## src/rtl/simp_alu_pkg.sv

```systemverilog
// Shared opcode/state encodings and widths for the SIMP arithmetic unit.
package simp_alu_pkg;

  localparam int W         = 8;
  localparam int MUL_STEPS = W;

  typedef enum logic [3:0] {
    OP_ADD = 4'd0,
    OP_ADC = 4'd1,
    OP_SUB = 4'd2,
    OP_SBC = 4'd3,
    OP_AND = 4'd4,
    OP_OR  = 4'd5,
    OP_XOR = 4'd6,
    OP_NOT = 4'd7,
    OP_SHL = 4'd8,
    OP_SHR = 4'd9,
    OP_ASR = 4'd10,
    OP_MUL = 4'd11
  } op_e;

  typedef enum logic {
    ST_IDLE = 1'b0,
    ST_MUL  = 1'b1
  } state_e;

endpackage

```

## src/rtl/arith_seq_unit_mul_seq.sv

```systemverilog
// Iterative shift-add 8x8 unsigned multiplier; one step per i_step cycle.
// o_lo/o_hi present the post-step product so the caller can capture it on the last step edge.
module mul_seq
  import simp_alu_pkg::*;
(
  input  logic         ck,
  input  logic         rst,
  input  logic         i_load,
  input  logic         i_step,
  input  logic [W-1:0] i_a,
  input  logic [W-1:0] i_b,
  output logic         o_last,
  output logic [W-1:0] o_lo,
  output logic [W-1:0] o_hi
);

  localparam int CW = $clog2(MUL_STEPS);

  logic [W-1:0]  r_mcand;
  logic [W-1:0]  r_mplier;
  logic [W-1:0]  r_acc;
  logic [CW-1:0] r_cnt;
  logic [W:0]    w_sum;
  logic [W-1:0]  w_acc_next;
  logic [W-1:0]  w_mplier_next;

  // Add multiplicand into the high half when the multiplier LSB is set, then shift the
  // {acc, multiplier} pair right by one; the multiplier register fills with product low bits.
  assign w_sum         = {1'b0, r_acc} + (r_mplier[0] ? {1'b0, r_mcand} : {(W+1){1'b0}});
  assign w_acc_next    = w_sum[W:1];
  assign w_mplier_next = {w_sum[0], r_mplier[W-1:1]};

  assign o_last = (r_cnt == CW'(MUL_STEPS - 1));
  assign o_lo   = w_mplier_next;
  assign o_hi   = w_acc_next;

  always_ff @(posedge ck) begin
    if (rst) begin
      r_mcand  <= '0;
      r_mplier <= '0;
      r_acc    <= '0;
      r_cnt    <= '0;
    end else if (i_load) begin
      r_mcand  <= i_a;
      r_mplier <= i_b;
      r_acc    <= '0;
      r_cnt    <= '0;
    end else if (i_step) begin
      r_mplier <= w_mplier_next;
      r_acc    <= w_acc_next;
      r_cnt    <= r_cnt + 1'b1;
    end
  end

endmodule

```

## src/rtl/arith_seq_unit.sv

```systemverilog
// SIMP 8-bit ALU: single-cycle ops plus optional 8-step MUL (built when SIMP_MUL_EN is defined).
// Without SIMP_MUL_EN, op 11 is treated as reserved and busy/AU_hi stay 0.
module arith_seq_unit
  import simp_alu_pkg::*;
(
  input  logic         ck,
  input  logic         rst,
  input  logic         start,
  input  logic [3:0]   op,
  input  logic [W-1:0] a,
  input  logic [W-1:0] b,
  input  logic         cin,
  output logic [W-1:0] AU_out,
  output logic [W-1:0] AU_hi,
  output logic         C,
  output logic         O,
  output logic         busy,
  output logic         done
);

  logic [W-1:0] r_au_out;
  logic [W-1:0] r_au_hi;
  logic         r_c;
  logic         r_o;
  logic         r_done;

  logic [W-1:0] w_res;
  logic         w_c;
  logic         w_o;
  logic [W:0]   w_sum;
  logic         w_load_alu;
  logic         w_load_mul;
  logic [W-1:0] w_mul_lo;
  logic [W-1:0] w_mul_hi;

  always_comb begin
    w_res = a;
    w_c   = 1'b0;
    w_o   = 1'b0;
    w_sum = '0;
    case (op_e'(op))
      OP_ADD, OP_ADC: begin
        w_sum = {1'b0, a} + {1'b0, b} + {{W{1'b0}}, cin & (op == OP_ADC)};
        w_res = w_sum[W-1:0];
        w_c   = w_sum[W];
        w_o   = (a[W-1] == b[W-1]) && (w_sum[W-1] != a[W-1]);
      end
      // Bit W of the 9-bit difference is the borrow out.
      OP_SUB, OP_SBC: begin
        w_sum = {1'b0, a} - {1'b0, b} - {{W{1'b0}}, cin & (op == OP_SBC)};
        w_res = w_sum[W-1:0];
        w_c   = w_sum[W];
        w_o   = (a[W-1] != b[W-1]) && (w_sum[W-1] != a[W-1]);
      end
      OP_AND: w_res = a & b;
      OP_OR:  w_res = a | b;
      OP_XOR: w_res = a ^ b;
      OP_NOT: w_res = ~a;
      OP_SHL: begin
        w_res = {a[W-2:0], 1'b0};
        w_c   = a[W-1];
        w_o   = a[W-1] ^ a[W-2];
      end
      OP_SHR: begin
        w_res = {1'b0, a[W-1:1]};
        w_c   = a[0];
      end
      OP_ASR: begin
        w_res = {a[W-1], a[W-1:1]};
        w_c   = a[0];
      end
      default: ;
    endcase
  end

`ifdef SIMP_MUL_EN
  state_e r_state;
  state_e w_state_next;
  logic   w_mul_load;
  logic   w_mul_last;

  always_ff @(posedge ck) begin
    if (rst) r_state <= ST_IDLE;
    else     r_state <= w_state_next;
  end

  // start is only honoured in IDLE, so requests during a multiply are dropped.
  always_comb begin
    w_state_next = r_state;
    w_mul_load   = 1'b0;
    w_load_alu   = 1'b0;
    w_load_mul   = 1'b0;
    case (r_state)
      ST_IDLE: begin
        if (start) begin
          if (op == OP_MUL) begin
            w_mul_load   = 1'b1;
            w_state_next = ST_MUL;
          end else begin
            w_load_alu = 1'b1;
          end
        end
      end
      ST_MUL: begin
        if (w_mul_last) begin
          w_load_mul   = 1'b1;
          w_state_next = ST_IDLE;
        end
      end
      default: w_state_next = ST_IDLE;
    endcase
  end

  mul_seq u_mul_seq (
    .ck     (ck),
    .rst    (rst),
    .i_load (w_mul_load),
    .i_step (r_state == ST_MUL),
    .i_a    (a),
    .i_b    (b),
    .o_last (w_mul_last),
    .o_lo   (w_mul_lo),
    .o_hi   (w_mul_hi)
  );

  assign busy = (r_state == ST_MUL);
`else
  assign w_load_alu = start;
  assign w_load_mul = 1'b0;
  assign w_mul_lo   = '0;
  assign w_mul_hi   = '0;
  assign busy       = 1'b0;
`endif

  always_ff @(posedge ck) begin
    if (rst) begin
      r_au_out <= '0;
      r_au_hi  <= '0;
      r_c      <= 1'b0;
      r_o      <= 1'b0;
      r_done   <= 1'b0;
    end else begin
      r_done <= w_load_alu | w_load_mul;
      if (w_load_alu) begin
        r_au_out <= w_res;
        r_au_hi  <= '0;
        r_c      <= w_c;
        r_o      <= w_o;
      end else if (w_load_mul) begin
        r_au_out <= w_mul_lo;
        r_au_hi  <= w_mul_hi;
        r_c      <= |w_mul_hi;
        r_o      <= 1'b0;
      end
    end
  end

  assign AU_out = r_au_out;
  assign AU_hi  = r_au_hi;
  assign C      = r_c;
  assign O      = r_o;
  assign done   = r_done;

endmodule

```

## config.mk

```make
export PLATFORM = sky130hd
export DESIGN_NAME = arith_seq_unit
export DESIGN_NICKNAME = d
export VERILOG_FILES = /design/src/rtl/simp_alu_pkg.sv /design/src/rtl/arith_seq_unit_mul_seq.sv /design/src/rtl/arith_seq_unit.sv
export SDC_FILE = /design/constraint.sdc
export NUM_CORES = 1
export LEC_CHECK = 0
export CORE_ASPECT_RATIO = 0.7
export CORE_MARGIN = 4
export CORE_UTILIZATION = 35
export CTS_CLUSTER_SIZE = 28
export DETAILED_ROUTE_END_ITERATION = 6
export SYNTH_ARGS = -nofsm -noshare
export SYNTH_HDL_FRONTEND = slang
export SYNTH_SLANG_ARGS = --single-unit
```

## constraint.sdc

```tcl
create_clock -name ck -period 5 [get_ports ck]
set_clock_uncertainty 0.15 [all_clocks]
set_input_delay 1 -clock ck [delete_from_list [all_inputs] [get_ports ck]]
set_output_delay 1 -clock ck [all_outputs]
set_load 0.01 [all_outputs]
```

==> results.py, run 1 <==
metrics = {
    "critical_path": {
        "crit_path_start_kind": "primary input",
        "critPathTopFamily": "adder cells",
        "crit_path_max_fanout": 4,
        "max_stage_delay_ns": 0.52,
        "cp-end-kind": "flop",
        "cp_slowest_cell": "fa_1",
        "cp.arrival_ns": 3.91,
        "cp_num_buf_inv": 2,
        "crit_chain": "clkdlybuf4s50_1 -> and2_1 -> and3_1 -> fa_1 -> inv_1 -> ha_1 -> nor2_1 -> fa_1 -> nand2b_1 -> a2111oi_2 -> nor2_1 -> xor2_1 -> a21oi_1 -> o21ai_1",
        "crit_required_ns": 4.99,
        "critPathKind": "in2reg",
    },
    "sta": {
        "relSlewSlack_pct": 48.5,
        "rsz0062_at_grt": "no",
        "worstMarginPinSlew_ns": 0.767,
        "final_hold_viol_count": 0,
        "postLayoutSetupSlackWorst_ns": 1.08,
        "fmax_mhz": 255,
        "finalSetupViolations": 0,
        "post-route-min-period_ns": 3.92,
        "drv_slew": 0,
        "tns_ns": 0,
        "fin_crit_sh_pct": 78.4,
    },
    "synthesis": {
        "synth.avg_cell_area_sq_um": 7.35,
        "synth_area_leaders": "ha_1, dfxtp_1, a21oi_1, o21ai_0, inv_1",
        "synth-main-ff-cell": "dfxtp_1",
        "ys_seq_area_share_pct": 10.1,
        "synth_edf_count": 0,
        "ys_seq_elements": 11,
        "synth_common_cells": "ha_1, inv_1, nor2_1",
        "ys_async_sr_fraction_pct": 0,
        "synth_top_area_share_pct": 17.2,
        "synth_top_cell_by_area": "ha_1",
        "synth.distinct_cells": 67,
        "syn-cell-area_sq_um": 2180,
        "syn_inst": 297,
        "yosysMostFrequentCell": "ha_1",
        "synth_warnings": 0,
    },
    "clock_tree": {
        "cts.clk_slew.worst_paths_ns": 0.06,
        "cts_tree": "done",
        "htreeDepth": 1,
        "cts-resized-gates": 0,
        "cts_made_buffers": 3,
        "cts_hold_buffers": 0,
        "clk_path_buf_depth": 2,
        "cts_setup_buffers": 0,
        "cts_num_sinks": 11,
        "cts_root_buffer": "clkbuf_8",
        "insertion_delay_ns": 0.24,
    },
    "detailed_routing": {
        "vias": 2285,
        "wl_met1_microns": 3350,
        "viasPerCell": 5.74,
        "wirelength_microns": 6840,
        "postRouteAntennaNets": 0,
        "wl_per_cell_microns": 17.2,
        "dr.pass1.iters": 4,
        "wl_met2_microns": 2830,
        "drt_iter0_drc": 170,
        "drc": 0,
        "dr_wl_met3_microns": 557,
        "top_layer": "met4",
    },
    "global_routing": {
        "grt_max_degree": 38,
        "grt.overflow.total": 0,
        "antenna_found_initial": 0,
        "globalRouteTotalUtil_pct": 18.1,
        "grt_pass1_wl_microns": 10700,
        "grt_pass1_vias": 2045,
    },
    "pwr": {
        "cellPowerDensity_nw_per_um2": 174,
        "peakVddDrop_mv": 0.0873,
        "p_leak_nw": 1.09,
    },
    "layout": {
        "antennaDiodeCount": 0,
        "stdcell_count": 398,
        "nFillCells": 628,
        "drive_above_1_share_pct": 6.19,
        "syn_to_final_growth_pct": 17.7,
        "fin_nets": 382,
    },
    "floorplanning": {
        "die_area_sq_um": 7580,
        "core-area_sq_um": 5870,
        "initial_utilization_pct": 37.2,
        "pin_count": 44,
        "die_x_microns": 102,
        "fp.dieH_microns": 74.1,
        "num_rows": 23,
    },
    "hold_path": {
        "hold_path_class": "reg2reg",
    },
    "placed_design": {
        "place_congestion": 0.903,
        "dp_slack_ns": 0.816,
        "dp_hpwl_microns": 5260,
        "portBuffers": 34,
        "dp_cells": 394,
    },
    "run": {
        "max_cap_violations": 0,
    },
    "run_status": {
        "status": "finished, final reports clean",
    },
}
## layout make-up
cell class,instances,area [sq um],area share (%)
repair buffers,38,370,14.4
clock buffers,4,45.0,1.75
multi-input cells,243,1740,67.7
flip-flops and latches,11,220,8.57
well taps,75,93.8,3.65
inverters,27,101,3.95
## worst reg2reg max path, delay by kind of cell, from the launching register on
family / cells / cell delay [ns]
simple gates: 1 / 0.05
flops: 1 / 0.34
compound gates: 2 / 0.39
## report_power, final
group / total [mW] / internal [mW] / leakage (nW) / switching (mW)
clock: 0.0979 / 0.0565 / 0.0228 / 0.0414
sequential: 0.0979 / 0.0946 / 0.0907 / 0.00336
combinational: 0.252 / 0.112 / 0.976 / 0.140
total: 0.448 / 0.263 / 1.09 / 0.185
## registers in the layout (all words and copies together) (netlist names)
name,count
AU_out,8
C,1
O,1
done,1
## metal layers
layer | up-vias | track usage (%)
li1 | 1100 | -
met5 | - | 0
met4 | 0 | 4.37
met3 | 10 | 4.03
met1 | 1075 | 27.5
met2 | 100 | 25.6
## cell families after synthesis
| kind of cell | after synthesis | share of synthesized area, % |
|---|---|---|
| mux | 7 | 3.67 |
| buf+inv | 51 | 11.6 |
| other cells | 1 | 0.172 |
| fa+ha+maj | 35 | 21.3 |
| flops | 11 | 10.1 |
| compound gates | 104 | 31.2 |
| xor+xnor | 10 | 4.64 |
| simple gates | 78 | 17.3 |
## worst paths after layout
kind,end,from,slack [ns],cells past startpoint
worst min-delay path,AU_out[3],AU_out[3],0.30,2
worst max register to register,AU_out[5],AU_out[5],4.00,3
worst max-delay path,AU_out[6],op[0],1.08,14
worst min register to register,AU_out[3],AU_out[3],0.30,2
## stage by stage
| stage | cell area, sq um | util, % | total power [mW] | hold slack (ns) |
|---|---|---|---|---|
| floorplan | 2210 | - | 0.272 | 0.320 |
| global placement | 2520 | 43.0 | 0.347 | 0.289 |
| detailed placement | 2520 | 43.0 | 0.347 | 0.296 |
| CTS | 2570 | 43.8 | 0.444 | 0.304 |
| global route | 2570 | 43.8 | 0.477 | 0.334 |
| finish | 2570 | 43.8 | 0.448 | 0.298 |
## layout by cell type, fill, tap and decap left out, types with 3 or more instances in the layout
cell / netlist / layout
nand2_1: 21 / 21
o31ai_1: 3 / 3
a211oi_1: 3 / 3
xnor2_1: 5 / 5
a22oi_1: 3 / 3
fa_1: 4 / 4
mux2_2: 3 / 3
nor2b_1: 4 / 4
nor3_1: 4 / 4
or3_1: 3 / 3
xor2_1: 4 / 4
buf_4: 12 / 4
a31oi_1: 4 / 4
nand2b_1: 3 / 3
clkbuf_8: 1 / 3
nor2_1: 27 / 27
conb_1: 1 / 9
a21oi_1: 23 / 23
ha_1: 30 / 30
and2_1: 3 / 3
o22ai_1: 3 / 3
inv_1: 27 / 27
clkdlybuf4s50_1: 0 / 34
o21ai_0: 21 / 21
o21a_1: 4 / 4
a221oi_1: 3 / 3
dfxtp_1: 11 / 11
o21ai_1: 11 / 11
Note: power is estimated with default switching activity, not from simulation.
==> run 2: changes to the inputs <==
clock period = 3.6 ns   (was 5 ns; I/O delays follow)
==> run 2 against run 1 <==
Critical path depth grew 1. Design area grew 9.3%. Global-route usage grew 2.0 points. Combinational power grew 60%. First-iteration DRC count grew 69%. Clock power grew 30%. Worst hold slack lost 0.0068 ns. Power grew 48%.
==> results.py, run 2 (synthesis gave the netlist of run 1 again) <==
metrics = {
    "layout": {
        "final_area_sq_um": 2810,
        "fin_nets": 403,
        "final_common_cell": "clkdlybuf4s50_1",
        "nFillCells": 604,
        "syn_to_final_growth_pct": 28.7,
        "stdcell_count": 419,
        "drive_above_1_share_pct": 14.8,
        "largest_reg_flops": 8,
        "final_cell_mix": "clkdlybuf4s50_1, ha_1, inv_1",
        "antennaDiodeCount": 0,
    },
    "global_routing": {
        "grt.overflow.total": 0,
        "grt_pass1_wl_microns": 11900,
        "grt_max_degree": 38,
        "antenna_found_initial": 0,
        "globalRouteTotalUtil_pct": 20.1,
        "grt_pass1_vias": 2274,
    },
    "placed_design": {
        "dp_slack_ns": -0.360,
        "portBuffers": 34,
        "dp_hpwl_microns": 5660,
        "dp_cells": 415,
        "place_congestion": 0.938,
        "place_area_sq_um": 2680,
    },
    "sta": {
        "fmax_mhz": 283,
        "whs_ns": 0.291,
        "drv_slew": 0,
        "worstMarginPinSlew_ns": 0.633,
        "post-route-min-period_ns": 3.54,
        "postLayoutSetupSlackWorst_ns": 0.0622,
        "fin_crit_sh_pct": 98.3,
        "relSlewSlack_pct": 57.6,
        "final_hold_viol_count": 0,
        "finalSetupViolations": 0,
    },
    "critical_path": {
        "crit_chain": "clkdlybuf4s50_1 -> nor2_2 -> and3_1 -> fa_1 -> inv_1 -> ha_2 -> buf_4 -> o21ai_4 -> buf_4 -> nand2_1 -> xnor2_1 -> o221ai_1 -> a221oi_2 -> buf_4 -> o21ai_1",
        "cp_slowest_cell": "fa_1",
        "timing.critical_path.mode_cell": "buf_4",
        "cp.arrival_ns": 3.51,
        "crit_path_max_fanout": 2,
        "cp-end-kind": "flop",
        "critPathKind": "in2reg",
        "critPathTopFamily": "buffers and inverters",
        "crit_path_start_kind": "primary input",
        "max_stage_delay_ns": 0.51,
        "r2r_slack_ns": 2.44,
        "cp_num_buf_inv": 5,
        "crit_required_ns": 3.57,
    },
    "pwr": {
        "cellPowerDensity_nw_per_um2": 237,
        "p_leak_nw": 1.23,
        "peakVddDrop_mv": 0.0933,
        "total_power_uw": 665,
    },
    "detailed_routing": {
        "dr_wl_met3_microns": 805,
        "wl_met1_microns": 3430,
        "drc": 0,
        "wl_met2_microns": 3050,
        "wl_per_cell_microns": 17.5,
        "top_layer": "met4",
        "viasPerCell": 5.71,
        "vias": 2393,
        "dr.pass1.iters": 5,
        "drt_iter0_drc": 288,
        "wirelength_microns": 7350,
        "postRouteAntennaNets": 0,
    },
    "run_status": {
        "status": "finished, final reports clean",
    },
    "floorplanning": {
        "num_rows": 23,
        "core-area_sq_um": 5870,
        "die_x_microns": 102,
        "fp.dieH_microns": 74.1,
        "die_area_sq_um": 7580,
        "initial_utilization_pct": 37.2,
        "pin_count": 44,
    },
    "clock_tree": {
        "cts.clk_slew.worst_paths_ns": 0.05,
        "cts_root_buffer": "clkbuf_8",
        "cts_num_sinks": 11,
        "htreeDepth": 1,
        "cts_made_buffers": 3,
        "clk_path_buf_depth": 2,
        "cts_hold_buffers": 0,
        "cts_tree": "done",
        "insertion_delay_ns": 0.23,
    },
    "hold_path": {
        "hold_path_class": "reg2reg",
    },
    "run": {
        "max_cap_violations": 0,
    },
}
-- run 2: cell types whose count changed in the layout (fill, tap and decap cells not counted), moves of 2 or more --
cell	before	now
ha_1	30	28
buf_4	4	23
buf_6	0	2
nor2_1	27	25
ha_2	0	2
dlymetal6s2s_1	0	3
clkdlybuf4s50_1	34	31
-- run 2: where the power goes --
| part | internal [mW] | switching, mW | leakage [nW] | total (mW) |
|---|---|---|---|---|
| clock | 0.0779 | 0.0487 | 0.0228 | 0.127 |
| combinational | 0.186 | 0.215 | 1.12 | 0.402 |
| sequential | 0.131 | 0.00490 | 0.0907 | 0.136 |
-- run 2: final cells by class --
cell class | instances | area (sq um) | share of cell area, %
clock buffers | 4 | 45.0 | 1.60
well taps | 75 | 93.8 | 3.34
multi-input cells | 243 | 1800 | 64.3
flip-flops and latches | 11 | 220 | 7.84
inverters | 27 | 101 | 3.61
repair buffers | 59 | 543 | 19.3
-- run 2: tightest hold or removal path: stages, from the launching register on --
cell,delay (ns)
dfxtp_1,0.30
nand2_1,0.05
o21ai_1,0.05
-- run 2: per-stage QoR --
stage               utilization (%)  TNS [ns]
global placement               45.7     -1.23
CTS                            46.8         0
floorplan                         -         0
detailed placement             45.7     -1.48
global route                   47.8   -0.0338
finish                         47.8         0
-- run 2: worst paths after layout --
path / startpoint / to / cells after the start
worst max-delay path: op[3] / AU_out[3] / 15
worst min-delay path: AU_out[3] / AU_out[3] / 2
worst max register to register: O / O / 2
worst min register to register: AU_out[3] / AU_out[3] / 2
-- run 2: timing repair --
item	4_1_cts	5_1_grt
resized for setup	2	17
buffers inserted	0	0
setup endpoints to repair	3	7
pin swaps	0	11
-- run 2: routing by layer --
metal  track usage, %  vias up
met1             30.8     1103
met2             29.8      136
met5                0        -
met4             2.62        0
met3             3.84        8
li1                 -     1146
